===== src/rtl/lock_ctrl.sv =====
// lock_ctrl: downstream stage of the serial combination-lock checker.
//
// Watches the checker's UNLOCK / NG levels for rising edges. It opens the
// door for a fixed time on a successful unlock, counts failed entries, and
// after MAX_TRIES failures holds a timed lockout. A one-cycle restart pulse
// goes back to the checker whenever an entry attempt is finished.
//
// Optional feature (macro LOCK_ALARM_EN): a strike flag remembers that one
// lockout has already expired. Reaching lockout again before a successful
// unlock latches a permanent ALARM state that only rst clears.
//
// Ports:
//   clk        system clock, all logic on posedge
//   rst        synchronous active-high reset
//   unlock     checker UNLOCK level (rising edge = combination matched)
//   vg         checker VG level (correct bit entered)
//   ng         checker NG level (rising edge = wrong bit entered)
//   door_open  actuator drive (registered)
//   lockout    high while locked out or in alarm (registered)
//   clr_entry  one-cycle restart pulse to the checker (registered)
//   tries_left failures remaining before lockout (registered)
//   busy_entry vg & ~ng sampled while ARMED, status LED (registered)
//   alarm      only with LOCK_ALARM_EN: latched alarm indication (registered)
module lock_ctrl #(
    parameter int MAX_TRIES      = 3,
    parameter int OPEN_CYCLES    = 16,
    parameter int LOCKOUT_CYCLES = 32
) (
    input  logic       clk,
    input  logic       rst,
    input  logic       unlock,
    input  logic       vg,
    input  logic       ng,
    output logic       door_open,
    output logic       lockout,
    output logic       clr_entry,
    output logic [3:0] tries_left,
`ifdef LOCK_ALARM_EN
    output logic       alarm,
`endif
    output logic       busy_entry
);

    localparam int MAX_CYC = (OPEN_CYCLES > LOCKOUT_CYCLES) ? OPEN_CYCLES : LOCKOUT_CYCLES;
    localparam int TW      = $clog2(MAX_CYC + 1);

    typedef enum logic [1:0] {
        ARMED   = 2'd0,
        OPEN    = 2'd1,
        LOCKOUT = 2'd2,
        ALARM   = 2'd3
    } state_t;

    state_t          state_reg, state_next;
    logic [TW-1:0]   timer_reg, timer_next;
    logic [3:0]      tries_reg, tries_next;
    logic            door_reg, door_next;
    logic            lock_reg, lock_next;
    logic            clr_reg, clr_next;
    logic            busy_reg, busy_next;
    logic            unlock_q_reg, ng_q_reg;
    logic            unlock_rise, ng_rise;
    logic            clr_event;
`ifdef LOCK_ALARM_EN
    logic            strike_reg, strike_next;
    logic            alarm_reg, alarm_next;
`endif

    assign unlock_rise = unlock & ~unlock_q_reg;
    assign ng_rise     = ng & ~ng_q_reg;

    always_ff @(posedge clk) begin
        if (rst) begin
            state_reg    <= ARMED;
            timer_reg    <= '0;
            tries_reg    <= 4'(MAX_TRIES);
            door_reg     <= 1'b0;
            lock_reg     <= 1'b0;
            clr_reg      <= 1'b0;
            busy_reg     <= 1'b0;
            // History starts high so levels held through reset are not edges.
            unlock_q_reg <= 1'b1;
            ng_q_reg     <= 1'b1;
`ifdef LOCK_ALARM_EN
            strike_reg   <= 1'b0;
            alarm_reg    <= 1'b0;
`endif
        end else begin
            state_reg    <= state_next;
            timer_reg    <= timer_next;
            tries_reg    <= tries_next;
            door_reg     <= door_next;
            lock_reg     <= lock_next;
            clr_reg      <= clr_next;
            busy_reg     <= busy_next;
            unlock_q_reg <= unlock;
            ng_q_reg     <= ng;
`ifdef LOCK_ALARM_EN
            strike_reg   <= strike_next;
            alarm_reg    <= alarm_next;
`endif
        end
    end

    always_comb begin
        state_next  = state_reg;
        timer_next  = timer_reg;
        tries_next  = tries_reg;
        clr_event   = 1'b0;
`ifdef LOCK_ALARM_EN
        strike_next = strike_reg;
`endif
        case (state_reg)
            ARMED: begin
                // Unlock has priority over a same-cycle failure.
                if (unlock_rise) begin
                    state_next = OPEN;
                    timer_next = TW'(OPEN_CYCLES - 1);
                    tries_next = 4'(MAX_TRIES);
`ifdef LOCK_ALARM_EN
                    strike_next = 1'b0;
`endif
                end else if (ng_rise) begin
                    clr_event = 1'b1;
                    if (tries_reg > 4'd1) begin
                        tries_next = tries_reg - 4'd1;
                    end else begin
                        tries_next = 4'd0;
                        timer_next = TW'(LOCKOUT_CYCLES - 1);
`ifdef LOCK_ALARM_EN
                        state_next = strike_reg ? ALARM : LOCKOUT;
`else
                        state_next = LOCKOUT;
`endif
                    end
                end
            end
            OPEN: begin
                if (timer_reg == '0) begin
                    state_next = ARMED;
                    clr_event  = 1'b1;
                end else begin
                    timer_next = timer_reg - 1'b1;
                end
            end
            LOCKOUT: begin
                if (timer_reg == '0) begin
                    state_next = ARMED;
                    tries_next = 4'(MAX_TRIES);
                    clr_event  = 1'b1;
`ifdef LOCK_ALARM_EN
                    strike_next = 1'b1;
`endif
                end else begin
                    timer_next = timer_reg - 1'b1;
                end
            end
            default: begin
                // ALARM: latched until reset; every edge is ignored.
                state_next = state_reg;
            end
        endcase

        // A restart pulse directly after another one would be back-to-back;
        // the checker is already restarting, so the second request is merged.
        clr_next  = clr_event & ~clr_reg;
        door_next = (state_next == OPEN);
        lock_next = (state_next == LOCKOUT) || (state_next == ALARM);
        busy_next = (state_reg == ARMED) & vg & ~ng;
`ifdef LOCK_ALARM_EN
        alarm_next = (state_next == ALARM);
`endif
    end

    assign door_open  = door_reg;
    assign lockout    = lock_reg;
    assign clr_entry  = clr_reg;
    assign tries_left = tries_reg;
    assign busy_entry = busy_reg;
`ifdef LOCK_ALARM_EN
    assign alarm      = alarm_reg;
`endif

endmodule

===== config.mk =====
export PLATFORM = sky130hd
export DESIGN_NAME = lock_ctrl
export DESIGN_NICKNAME = d
export VERILOG_FILES = /design/src/rtl/lock_ctrl.sv
export SDC_FILE = /design/constraint.sdc
export NUM_CORES = 1
export LEC_CHECK = 0
export BUFFER_PORTS_ARGS = -buffer_cell sky130_fd_sc_hd__buf_4
export CAP_MARGIN = 20
export CORE_ASPECT_RATIO = 0.7
export CORE_MARGIN = 2
export CORE_UTILIZATION = 50
export DETAILED_ROUTE_END_ITERATION = 10
export PLACE_DENSITY = 0.69
export SLEW_MARGIN = 25
export SYNTH_ARGS = -nofsm -noshare
export SYNTH_HDL_FRONTEND = slang
export SYNTH_SLANG_ARGS = --single-unit

===== constraint.sdc =====
create_clock -name clk -period 2 [get_ports clk]
set_input_delay 0.4 -clock clk [delete_from_list [all_inputs] [get_ports clk]]
set_output_delay 0.4 -clock clk [all_outputs]
set_load 0.01 [all_outputs]

==> results.txt <==
----------------------------------------------------
[STA]
  Setup TNS ... 0 ps
  Clock tree skew after final layout ... 3.22 ps
  Fraction of the cycle the final worst path needs ... 91.6%
  Unrepaired setup endpoints after global routing ... false
  Number of hold violations in the final report ... 0
  Upper clock frequency limit ... 546 MHz
  Smallest setup slack after layout ... 169 ps
  Worst Max-Slew Pin Slew ... 497 ps
  Min Clock Period, post-route ... 1830 ps
  Worst max-slew margin expressed relative to the limit ... 66.8%
  Worst slack on hold paths ... 300 ps
  Count of final max-slew check failures ... 0
  Final setup fails ... 0

[Layout]
  Ant diodes ... 0
  Layout net count ... 149
  Share of layout cells above drive strength 1 ... 17.6%
  Filler instances ... 170
  Final core utilization ... 61.3%
  Number of flip-flops in the largest register ... 6
  Multi-input logic area ... 649 µm²
  Storage element area ... 340 µm²
  Synth-to-Final Area Change ... 12.4%

[Die]
  Number of placement rows ... 13
  Number of I/O pins ... 13
  Die H ... 42.3 µm
  Area of the die ... 2480 µm²
  Std-Cell Core Area ... 1920 µm²
  Initial Utilization ... 54.5%
  Width of the die ... 58.7 µm

[Job]
  Number of max-cap violations ... 0

[Pwr]
  Final total power ... 0.783 mW
  Maximum ir drop on the vdd rail ... 0.406 mV
  Power density over the cells ... 666 nW/µm²
  Leakage dissipation ... 0.484 nW

[Drt]
  Detailed-route via count ... 948
  First DRT Iteration DRCs ... 42
  Count of unresolved DRC violations after routing ... 0
  Antenna Violating Nets Remaining ... 0
  Router iterations before antenna repair ... 4
  Via density per instance ... 6.00
  Detailed-route wire length ... 2.18 mm
  Final routed wire length divided by cell count ... 13.8 µm

[Synthesis]
  Commonest register cell after synthesis ... sky130_fd_sc_hd__dfxtp_1
  Sequential element share of the synthesized area ... 32.5%
  Number of distinct library cell variants in the gate-level netlist after synthesis ... 43
  Mapped Avg Cell Area ... 8.44 µm²
  Cells after Synth ... 124
  Synth top area cells ... sky130_fd_sc_hd__dfxtp_1 33%, sky130_fd_sc_hd__ha_1 8.4%, sky130_fd_sc_hd__nor2_1 4.7%
  Cell with the most instances after synthesis ... sky130_fd_sc_hd__dfxtp_1
  Yosys Warn Count ... 0
  Largest area contributor in the synthesized netlist ... sky130_fd_sc_hd__dfxtp_1
  Most frequent cells after synthesis ... 17 x sky130_fd_sc_hd__dfxtp_1, 13 x sky130_fd_sc_hd__nor2_1, 11 x sky130_fd_sc_hd__inv_1, 7 x sky130_fd_sc_hd__ha_1, 6 x sky130_fd_sc_hd__nand2_1
  Syn_nets ... 136
  Post-synthesis instance area ... 1050 µm²
  Post-synth ARST share ... 0%
  Number of enable-type register cells in the synthesized netlist ... 0
  Register bit count reported by yosys ... 17
  Top-area cell type share of the netlist area ... 32.5%

[Min path]
  Beginning of the worst hold path ... unlock
  Kind of path behind the tightest hold check ... input pin to register

[Clocking]
  TritonCTS clock tree ... done
  Hold bufs inserted after CTS ... 0
  Number of clock sinks ... 17
  Root Driver ... sky130_fd_sc_hd__clkbuf_4
  Insertion delay to the later sink of the worst-skew pair ... 290 ps
  Number of setup buffers added after CTS ... 0
  Number of buffers added by the clock tree synthesis step ... 3
  CTS Buffer Depth ... 2
  Number of gates resized after CTS ... 0
  Clk pin slew, worst setup/hold paths ... 100 ps
  H-tree depth ... 1

[GRT]
  Remaining global-route overflow ... 0
  Maximum number of pins on one net before global-route repair ... 18
  GRT Util Overall ... 18.9%
  Number of antenna violations at the first check in global routing ... 0
  Via count of the first global-routing pass ... 805
  Global-route wire length before repair ... 3.61 mm

[Status]
  Outcome ... complete, no violations

[Worst setup path]
  Data required time at the worst endpoint ... 2200 ps
  Beginning of the critical path ... tries_left[0]
  Largest fanout on the critical path ... 10
  Critical-path cell with the highest stage delay ... sky130_fd_sc_hd__dfxtp_1
  Setup Crit Path Kind ... register to register
  Type of origin of the critical path ... register
  Delay of the slowest cell on the worst path ... 420 ps
  Worst endpoint data arrival time ... 2030 ps
  Reg2reg start ... tries_left[0]
  Critical Path End Type ... register
  Cell Chain, Critical Path ... inv_1 -> ha_1 -> nor2_1 -> o311ai_4 -> and3_1 -> o21a_1

[Place]
  Pre-CTS setup slack ... 206 ps
  Number of buffers added on ports ... 12
  Gpl congestion ... 0.845
  Placed wire-length estimate after detailed placement ... 1.67 mm

----------------------------------------------------
-- through the flow --
stage	cell area [µm²]	instances
after global placement	1150	154
final	1180	158
after CTS	1180	158
after floorplan	1050	124
after global routing	1180	158
after detailed placement	1150	154
-- per-layer routing --
metal | global-route usage (%) | vias up | part of all wire, %
met2 | 24.0 | 23 | 38
met3 | 6.48 | 2 | 4.9
li1 | - | 480 | -
met1 | 30.4 | 443 | 57
met4 | 2.73 | 0 | 0.60
met5 | 0 | - | 0
-- report_power, final --
part	switching, mW	total (mW)	internal [mW]
clock	0.111	0.186	0.0745
combinational	0.121	0.210	0.0895
sequential	0.0244	0.387	0.363
-- placed cells by master, fill, tap and decap left out, drive strengths merged, types with 2 or more instances in the layout --
cell / synthesis / routed
a31o: 3 / 3
nor2: 13 / 13
buf: 0 / 12
a21boi: 2 / 2
ha: 7 / 7
nor2b: 3 / 3
o21ai: 3 / 3
o21a: 3 / 3
and2: 3 / 3
a41oi: 3 / 3
nor4: 2 / 2
mux2i: 2 / 2
nand2b: 3 / 3
inv: 11 / 11
and3: 2 / 2
a21oi: 4 / 4
dfxtp: 17 / 17
nand3: 3 / 3
nor3: 3 / 3
nor3b: 3 / 3
nand2: 6 / 6
a31oi: 3 / 3
a211oi: 2 / 2
clkbuf: 4 / 3
or2: 5 / 5
a311oi: 2 / 2
-- cell families after synthesis --
logic type                 share of synthesized area (%)
and+or+nand+nor                                     24.5
muxes                                               1.91
DFF                                                 32.5
AOI/OAI and AO/OA                                   27.3
buffers and inverters                               5.38
adders and majority gates                           8.37
-- final cells by class --
type	count	area share [%]
Inverter	11	3.51
Timing Repair Buffer	12	7.66
Clock inverter	1	0.426
Clock buffer	3	1.91
Tap cell	22	2.34
Sequential cell	17	28.9
Multi-Input combinational cell	92	55.2
-- final timing paths --
path,endpoint,slack (ps),depth (start not counted)
worst max-delay path,timer_reg[0],170,6
worst min-delay path,unlock_q_reg,300,2
worst max register to register,timer_reg[0],170,6
worst min register to register,clr_entry,450,1
-- worst max-delay path, delay by kind of cell (launching register included) --
kind                     cells  cell delay [ps]
AND/OR/NAND/NOR              2              610
flip-flops                   1              420
AO/OA/AOI/OAI                2              380
adder cells (fa/ha/maj)      1              250
buffers and inverters        1               80
Note: power is estimated with default switching activity, not from simulation.
